--- src/rtl/uart_pkg.sv ---
// rtl/uart_pkg.sv - shared UART state encoding and frame constants
package uart_pkg;

    localparam int BAUD_COUNT_DEFAULT = 868;
    localparam int DATA_BITS_DEFAULT  = 8;

    localparam logic START_BIT = 1'b0;
    localparam logic STOP_BIT  = 1'b1;

    localparam logic [2:0] ST_IDLE      = 3'd0;
    localparam logic [2:0] ST_START     = 3'd1;
    localparam logic [2:0] ST_DATA      = 3'd2;
    localparam logic [2:0] ST_STOP      = 3'd3;
    localparam logic [2:0] ST_WAIT_HIGH = 3'd4;

endpackage

--- src/rtl/uart_recv_if.sv ---
// rtl/uart_recv_if.sv - received-byte result bundle from the UART receiver
interface uart_recv_if;
    import uart_pkg::*;

    logic [DATA_BITS_DEFAULT-1:0] rx_data;
    logic                         rx_valid;
    logic                         rx_frame_err;
    logic                         rx_busy;

    modport master (
        output rx_data,
        output rx_valid,
        output rx_frame_err,
        output rx_busy
    );

    modport slave (
        input rx_data,
        input rx_valid,
        input rx_frame_err,
        input rx_busy
    );

endinterface

--- src/rtl/uart_sync.sv ---
// rtl/uart_sync.sv - two-flop synchronizer, resets to the idle-high line level
module uart_sync #(
    parameter int WIDTH = 1
) (
    input  logic             CLK100MHZ,
    input  logic             CPU_RESETN,
    input  logic [WIDTH-1:0] async_in,
    output logic [WIDTH-1:0] sync_out
);

    logic [WIDTH-1:0] meta;

    always_ff @(posedge CLK100MHZ or negedge CPU_RESETN) begin
        if (!CPU_RESETN) begin
            meta     <= '1;
            sync_out <= '1;
        end else begin
            meta     <= async_in;
            sync_out <= meta;
        end
    end

endmodule

--- src/rtl/uart_recv.sv ---
// rtl/uart_recv.sv - 8N1 UART receiver sampling mid-bit from a start-edge counter
module uart_recv
    import uart_pkg::*;
#(
    parameter int BAUD_COUNT = BAUD_COUNT_DEFAULT,
    parameter int DATA_BITS  = DATA_BITS_DEFAULT
) (
    input  logic        CLK100MHZ,
    input  logic        CPU_RESETN,
    input  logic        UART_TXD_IN,
    uart_recv_if.master rx
);

    localparam int CNT_W = $clog2(BAUD_COUNT);
    localparam int IDX_W = $clog2(DATA_BITS);

    localparam logic [CNT_W-1:0] CNT_LAST = CNT_W'(BAUD_COUNT - 1);
    localparam logic [CNT_W-1:0] CNT_HALF = CNT_W'(BAUD_COUNT / 2 - 1);
    localparam logic [IDX_W-1:0] IDX_LAST = IDX_W'(DATA_BITS - 1);

    logic                 rxs;
    logic [2:0]           state;
    logic [CNT_W-1:0]     cnt;
    logic [IDX_W-1:0]     bit_idx;
    logic [DATA_BITS-1:0] shift_reg;

    uart_sync #(.WIDTH(1)) u_sync (
        .CLK100MHZ  (CLK100MHZ),
        .CPU_RESETN (CPU_RESETN),
        .async_in   (UART_TXD_IN),
        .sync_out   (rxs)
    );

    assign rx.rx_busy = (state != ST_IDLE);

    always_ff @(posedge CLK100MHZ or negedge CPU_RESETN) begin
        if (!CPU_RESETN) begin
            state           <= ST_IDLE;
            cnt             <= '0;
            bit_idx         <= '0;
            shift_reg       <= '0;
            rx.rx_data      <= '0;
            rx.rx_valid     <= 1'b0;
            rx.rx_frame_err <= 1'b0;
        end else begin
            rx.rx_valid     <= 1'b0;
            rx.rx_frame_err <= 1'b0;
            case (state)
                ST_IDLE: begin
                    cnt <= '0;
                    if (rxs == START_BIT) begin
                        state <= ST_START;
                    end
                end
                ST_START: begin
                    // A start bit must still be low at its midpoint, else it was a glitch
                    if (cnt == CNT_HALF) begin
                        cnt     <= '0;
                        bit_idx <= '0;
                        state   <= (rxs == START_BIT) ? ST_DATA : ST_IDLE;
                    end else begin
                        cnt <= cnt + 1'b1;
                    end
                end
                ST_DATA: begin
                    if (cnt == CNT_LAST) begin
                        cnt                <= '0;
                        shift_reg[bit_idx] <= rxs;
                        if (bit_idx == IDX_LAST) begin
                            state <= ST_STOP;
                        end else begin
                            bit_idx <= bit_idx + 1'b1;
                        end
                    end else begin
                        cnt <= cnt + 1'b1;
                    end
                end
                ST_STOP: begin
                    if (cnt == CNT_LAST) begin
                        cnt <= '0;
                        if (rxs == STOP_BIT) begin
                            rx.rx_data  <= shift_reg;
                            rx.rx_valid <= 1'b1;
                            state       <= ST_IDLE;
                        end else begin
                            rx.rx_frame_err <= 1'b1;
                            state           <= ST_WAIT_HIGH;
                        end
                    end else begin
                        cnt <= cnt + 1'b1;
                    end
                end
                ST_WAIT_HIGH: begin
                    // A held-low line must not be mistaken for a new start bit
                    cnt <= '0;
                    if (rxs == STOP_BIT) begin
                        state <= ST_IDLE;
                    end
                end
                default: begin
                    state <= ST_IDLE;
                    cnt   <= '0;
                end
            endcase
        end
    end

endmodule

--- src/flat_wrapper.sv ---
// flat-port wrapper written by rule: the top's interface ports become plain ports
module uart_recv_flat import uart_pkg::*;
#(
    parameter int BAUD_COUNT = BAUD_COUNT_DEFAULT,
    parameter int DATA_BITS  = DATA_BITS_DEFAULT
)
  (CLK100MHZ, CPU_RESETN, UART_TXD_IN, rx_rx_data, rx_rx_valid, rx_rx_frame_err, rx_rx_busy);
  uart_recv_if rx_i ();
  input  logic CLK100MHZ;
  input  logic CPU_RESETN;
  input  logic UART_TXD_IN;
  output wire logic [$bits(rx_i.rx_data)-1:0] rx_rx_data;
  output wire logic [$bits(rx_i.rx_valid)-1:0] rx_rx_valid;
  output wire logic [$bits(rx_i.rx_frame_err)-1:0] rx_rx_frame_err;
  output wire logic [$bits(rx_i.rx_busy)-1:0] rx_rx_busy;
  assign rx_rx_data = rx_i.rx_data;
  assign rx_rx_valid = rx_i.rx_valid;
  assign rx_rx_frame_err = rx_i.rx_frame_err;
  assign rx_rx_busy = rx_i.rx_busy;
  uart_recv #(.BAUD_COUNT(BAUD_COUNT), .DATA_BITS(DATA_BITS)) u_core (.CLK100MHZ(CLK100MHZ), .CPU_RESETN(CPU_RESETN), .UART_TXD_IN(UART_TXD_IN), .rx(rx_i));
endmodule
--- config.mk ---
export PLATFORM = sky130hd
export DESIGN_NAME = uart_recv_flat
export DESIGN_NICKNAME = d
export VERILOG_FILES = /design/src/rtl/uart_pkg.sv /design/src/rtl/uart_recv_if.sv /design/src/rtl/uart_sync.sv /design/src/rtl/uart_recv.sv /design/src/flat_wrapper.sv
export SDC_FILE = /design/constraint.sdc
export NUM_CORES = 1
export LEC_CHECK = 0
export CORE_ASPECT_RATIO = 1.2
export CORE_MARGIN = 4
export CORE_UTILIZATION = 31
export DETAILED_ROUTE_END_ITERATION = 8
export GPL_TIMING_DRIVEN = 1
export HOLD_SLACK_MARGIN = 0.02
export PLACE_DENSITY = 0.57
export SYNTH_ARGS = -nofsm -noshare
export SYNTH_HDL_FRONTEND = slang
export SYNTH_HIERARCHICAL = 1
export SYNTH_SLANG_ARGS = --single-unit
--- constraint.sdc ---
create_clock -name CLK100MHZ -period 2.8 [get_ports CLK100MHZ]
set_input_delay 0.56 -clock CLK100MHZ [delete_from_list [all_inputs] [get_ports CLK100MHZ]]
set_output_delay 0.56 -clock CLK100MHZ [all_outputs]
set_load 0.02 [all_outputs]
Word-level counts from Yosys, hierarchy flattened
Cells that the tools add are included.
{"block": "totals", "regBits": 36, "inputBits": 3, "output_inout_bits": 11, "wordCells": 61}
{"block": "classes", "muxes": 25, "magnitude_cmp": 2, "n_reduce_logical": 9, "eq_ne": 14, "add_sub_neg": 2}
{"operator": "3-bit 2-to-1 mux", "count": 10}
{"operator": "10-bit 2-to-1 mux", "count": 2}
{"operator": "10-bit case mux with 2 select lines", "count": 1}
{"operator": "3-bit case mux with 5 select lines", "count": 1}
{"operator": "10-bit by 1-bit adder with 10-bit output, second input constant", "count": 1}
{"operator": "10-bit equality test, second input constant", "count": 1}
{"operator": "10-bit by 9-bit equality test with 1-bit output, second input constant", "count": 1}
{"operator": "8-bit bitwise mux", "count": 1}
{"operator": "2-bit by 1-bit != test with 1-bit output, second input constant", "count": 4}
{"operator": "1-bit 2-to-1 mux", "count": 7}
{"operator": "3-bit by 2-bit equality test with 1-bit output, second input constant", "count": 2}
{"operator": "3-bit equality test, second input constant", "count": 2}
{"operator": "2-bit != test, second input constant", "count": 3}
{"operator": "3-bit case mux with 2 select lines", "count": 1}
{"operator": "6-bit AND reduction", "count": 1}
{"operator": "3-bit by 4-bit less-than comparator with 1-bit output, second input constant", "count": 1}
{"operator": "4-bit AND reduction", "count": 1}
{"operator": "3-bit by 1-bit adder with 3-bit output, second input constant", "count": 1}
{"operator": "1-bit demux with 3-bit select", "count": 1}
{"operator": "3-bit by 1-bit equality test with 1-bit output, second input constant", "count": 1}
{"operator": "3-bit by 1-bit greater-or-equal comparator with 1-bit output, second input constant", "count": 1}
{"operator": "3-bit zero test", "count": 1}
{"operator": "3-bit AND reduction", "count": 1}
{"operator": "3-bit nonzero test", "count": 1}
{"operator": "other kinds (5)", "count": 5}

Logic depth before layout (Yosys ltp)
{"block": "depth", "word_depth": 5, "depth_mapped": 6, "ltp_nobuf": 6}

Modules after synthesis
The synthesis kept the hierarchy.
{"mod": "uart_recv", "area_per_inst_um2": 1637.8, "seq_area_each_um2": 850.8, "instances": 1, "cells_each": 144}
{"mod": "uart_sync", "area_per_inst_um2": 52.6, "seq_area_each_um2": 52.6, "instances": 1, "cells_each": 2}

Least setup slack after synthesis
OpenSTA, ideal clock, no wires.
{"block": "synth_path", "path_type": "register -> register", "from": "register u_core.cnt[3]", "to": "register u_core.rx.rx_data[0]", "path_buffers": 1, "setup_time_ns": 0.125, "t_required_ns": 2.675, "period_less_slack_ns": 2.122, "path_slack_ns": 0.678, "stages_incl_launch_ff": 6, "t_arrival_ns": 1.997, "cell_sequence": "dfrtp_1 -> or3b_4 -> or3_1 -> buf_2 -> nor3_4 -> mux2_2"}
{"block": "synth_via", "elab_chain_cells": 2}
{"item": "start, declared", "line": "uart_recv.sv:23", "rtl": "logic [CNT_W-1:0] cnt;"}
{"item": "start signal, assigned", "line": "uart_recv.sv:62", "rtl": "cnt <= cnt + 1'b1;"}
{"item": "start signal, assigned", "line": "uart_recv.sv:75", "rtl": "cnt <= cnt + 1'b1;"}
{"item": "start signal, assigned", "line": "uart_recv.sv:90", "rtl": "cnt <= cnt + 1'b1;"}
{"item": "10-bit equality test", "line": "uart_recv.sv:79", "rtl": "if (cnt == CNT_LAST) begin"}
{"item": "3-bit AND reduction (no line)"}
{"item": "end signal, assigned", "line": "uart_recv.sv:82", "rtl": "rx.rx_data <= shift_reg;"}
{"item": "end, declared", "line": "uart_recv_if.sv:11", "rtl": "output rx_data,"}
No other way between the ends.
A chain may end at the register's enable or synchronous reset.

Worst setup path in the final report
{"block": "layout_path", "from": "register u_core.state[1]", "to": "register u_core.shift_reg[7]"}
{"block": "layout_via", "elab_chain_cells": 2}
{"item": "start, declared", "line": "uart_recv.sv:22", "rtl": "logic [2:0] state;"}
{"item": "start signal, assigned", "line": "uart_recv.sv:60", "rtl": "state <= (rxs == START_BIT) ? ST_DATA : ST_IDLE;"}
{"item": "3-bit by 2-bit equality test with 1-bit output", "line": "uart_recv.sv:48", "rtl": "case (state)"}
{"item": "2-bit AND reduction (no line)"}
{"item": "end signal, assigned by index", "line": "uart_recv.sv:68", "rtl": "shift_reg[bit_idx] <= rxs;"}
{"item": "end, declared", "line": "uart_recv.sv:25", "rtl": "logic [DATA_BITS-1:0] shift_reg;"}
No other way between the ends.

==> impl_metrics.toml <==
[floorplan]
io_pins = 14
die_w_um = 75.4
core-area_um2 = 5300
die_h_um = 88.9
dieArea_um2 = 6700
start_util = 0.319
rows = 29

[critical_path]
critPathArrivalTime_ps = 2480
reg2reg_depth = 4
worstPathRequired_ps = 2970
path_buf_inv = 0
cp_cell_sequence = "or3b_2 -> nor4_1 -> nand3_1 -> mux2_2"
crit_path_start_kind = "register"
cpPeakStageDelay_ps = 650
crit_type = "reg -> reg"
path_delay_family = "simple AND/OR/NAND/NOR gates"
cp.depth = 4
cp-end-kind = "register"
cp_max_fo = 12
worst_path_max_delay_cell = "nor4_1"

[timing]
fin_crit_ps = 2310
hold_violations = 0
tightest_slew_ps = 759
rsz0062_at_grt = "false"
setup_viol = 0
finClkSkew_ps = 5.41
drv_slew = 0
max_slew_margin = 0.489
fin_setup_tns_ps = 0
period_share = 0.824
fmax_mhz = 434

[clocking]
cts_hold_buf = 0
clk_latency_ps = 290
htree_num_levels = 2
post-cts-setup-buffers = 0
cts_root_buf = "clkbuf_8"
cts_tree = "built"
cts_buffer_depth = 2
clkSlewWorstSetupHoldPaths_ps = 70
cts_buffers = 5
ctsResizeCount = 0
cts_sinks = 36

[logic_synthesis]
syn-num-nets = 153
synth_seq_cells = 36
synth_cell_types = 36
yosys.area.top_type = "dfrtp_1"
syn_inst = 146
async_flop_share = 1.00
synth_area_leaders = "dfrtp_1 (50%), mux2_2 (11%), dfstp_2 (3.1%), ha_1 (3.0%), nor2_1 (2.7%)"
synth-edff-count = 0
avgSynthCellArea_um2 = 11.6
synth_top_cell_area_share = 0.503
synth_ff_type = "dfrtp_1"
seq_area_frac_synth = 0.534
syn_area_um2 = 1690
ys_warn_count = 6

[power]
internal_power_uw = 789
switching_share = 0.202
power_frac_comb = 0.014
p_sw_uw = 200
power_leakage_uw = 0.000885
peakVddDrop_mv = 0.238
seqPwrFrac = 0.531
clockPowerShare = 0.455
powerDensity_nw_per_um2 = 496

[finish]
regArea_um2 = 903
layout_commonest_cell = "dfrtp_1"
finalNetCount = 167
largest_register_ffs = 10
multi_input_area_um2 = 748
diodes = 0
finalCoreUtilization = 0.376
fill_cells = 518
mostFrequentLayoutCells = "dfrtp_1 (34), mux2_2 (16), clkdlybuf4s50_1 (13)"
drive_gt1_frac = 0.224
syn_to_final_growth_pct = 17.9

[drt]
dr.pass1.iters = 4
vias = 1118
ant_nets = 0
vias_per_cell = 5.01
drt-initial-drc-count = 46
wl_per_cell_um = 13.4
drc = 0
drt-total-wl_mm = 3.00

[job]
cap_violations = 0

[global_route]
grt_usage = 0.101
grt_pass1_vias = 1118
grt_pass1_wl_mm = 5.16
grt_max_degree = 37
grt.overflow.total = 0
antenna_found_initial = 0

[place]
finalWeightedCongestion = 0.769
post-dp-hpwl_mm = 2.17
io_buffers = 13

[hold_path]
hold_path_class = "reg -> reg"
worstHoldPathCells = 0

[run_status]
status = "finished, final reports clean"
## cells by family (layout without fill, tap and decap cells)
kind of cell | count (synthesis) | in the layout | share of synthesized area
buffers and inverters | 10 | 25 | 0.0229
multiplexers | 17 | 17 | 0.113
AO/OA/AOI/OAI | 8 | 8 | 0.0429
XOR/XNOR | 8 | 8 | 0.0415
flip-flops | 36 | 36 | 0.534
AND/OR/NAND/NOR | 63 | 63 | 0.215
adder cells (fa/ha/maj) | 4 | 4 | 0.0296
## path summary, 6_finish.rpt
check | from | end | slack (ps)
worst max-delay path | u_core/state[1] | u_core/shift_reg[7] | 490
worst min-delay path | u_core/u_sync/meta | u_core/u_sync/sync_out | 360
worst max register to register | u_core/state[1] | u_core/shift_reg[7] | 490
worst min register to register | u_core/u_sync/meta | u_core/u_sync/sync_out | 360
max in group asynchronous | CPU_RESETN | u_core/u_sync/meta | 1780
min in group asynchronous | CPU_RESETN | u_core/shift_reg[5] | 680
## cell type report
cell class | count | share of cell area
Sequential cell | 36 | 0.453
Multi-Input combinational cell | 100 | 0.375
Timing Repair Buffer | 15 | 0.0728
Tap cell | 62 | 0.0389
Clock buffer | 5 | 0.0345
Clock inverter | 3 | 0.0213
Inverter | 2 | 0.00377
## synthesized netlist by cell type (all sizes together), types with 2 or more instances
library cell,n
nor4,3
and3,2
clkbuf,7
or2,2
inv,2
dfstp,2
nand3b,2
or3b,3
nand3,7
dfrtp,34
xor2,5
nor2b,3
mux2,17
and4,2
nand4b,2
ha,4
xnor2,3
nor3,7
or3,3
nand2,10
nand2b,2
a22o,2
nor2,12
## stage by stage
step | instances | hold slack, ps | setup WS (ps) | power [uW] | instance area, um2
2_1_floorplan | 146 | 264 | 678 | 535 | 1690
3_3_place_gp | 215 | 347 | 531 | 550 | 1880
3_5_place_dp | 215 | 347 | 493 | 550 | 1880
4_1_cts | 223 | 358 | 478 | 1010 | 1990
5_1_grt | 223 | 363 | 327 | 1030 | 1990
6_report | 223 | 357 | 494 | 989 | 1990
## power groups by stage
stage | Sequential, uW | Clock, uW | Combinational [uW]
after floorplan | 533 | 0 | 2.02
after global placement | 535 | 0 | 14.5
after detailed placement | 535 | 0 | 14.9
after CTS | 525 | 471 | 14.9
after global routing | 526 | 490 | 16.4
final | 525 | 450 | 13.7
## worst reg2reg max path: stages (launching register included)
cell     delay, ps
dfrtp_1        540
or3b_2         510
nor4_1         650
nand3_1        190
mux2_2         310
## metal layers
layer  part of all wire  track usage  vias up
met3              0.037       0.0371        4
met2               0.51        0.169       14
met1               0.44        0.120      560
met4             0.0083       0.0334        0
li1                   -            -      540
met5                  0            0        -
(Power assumes the default switching activity.)
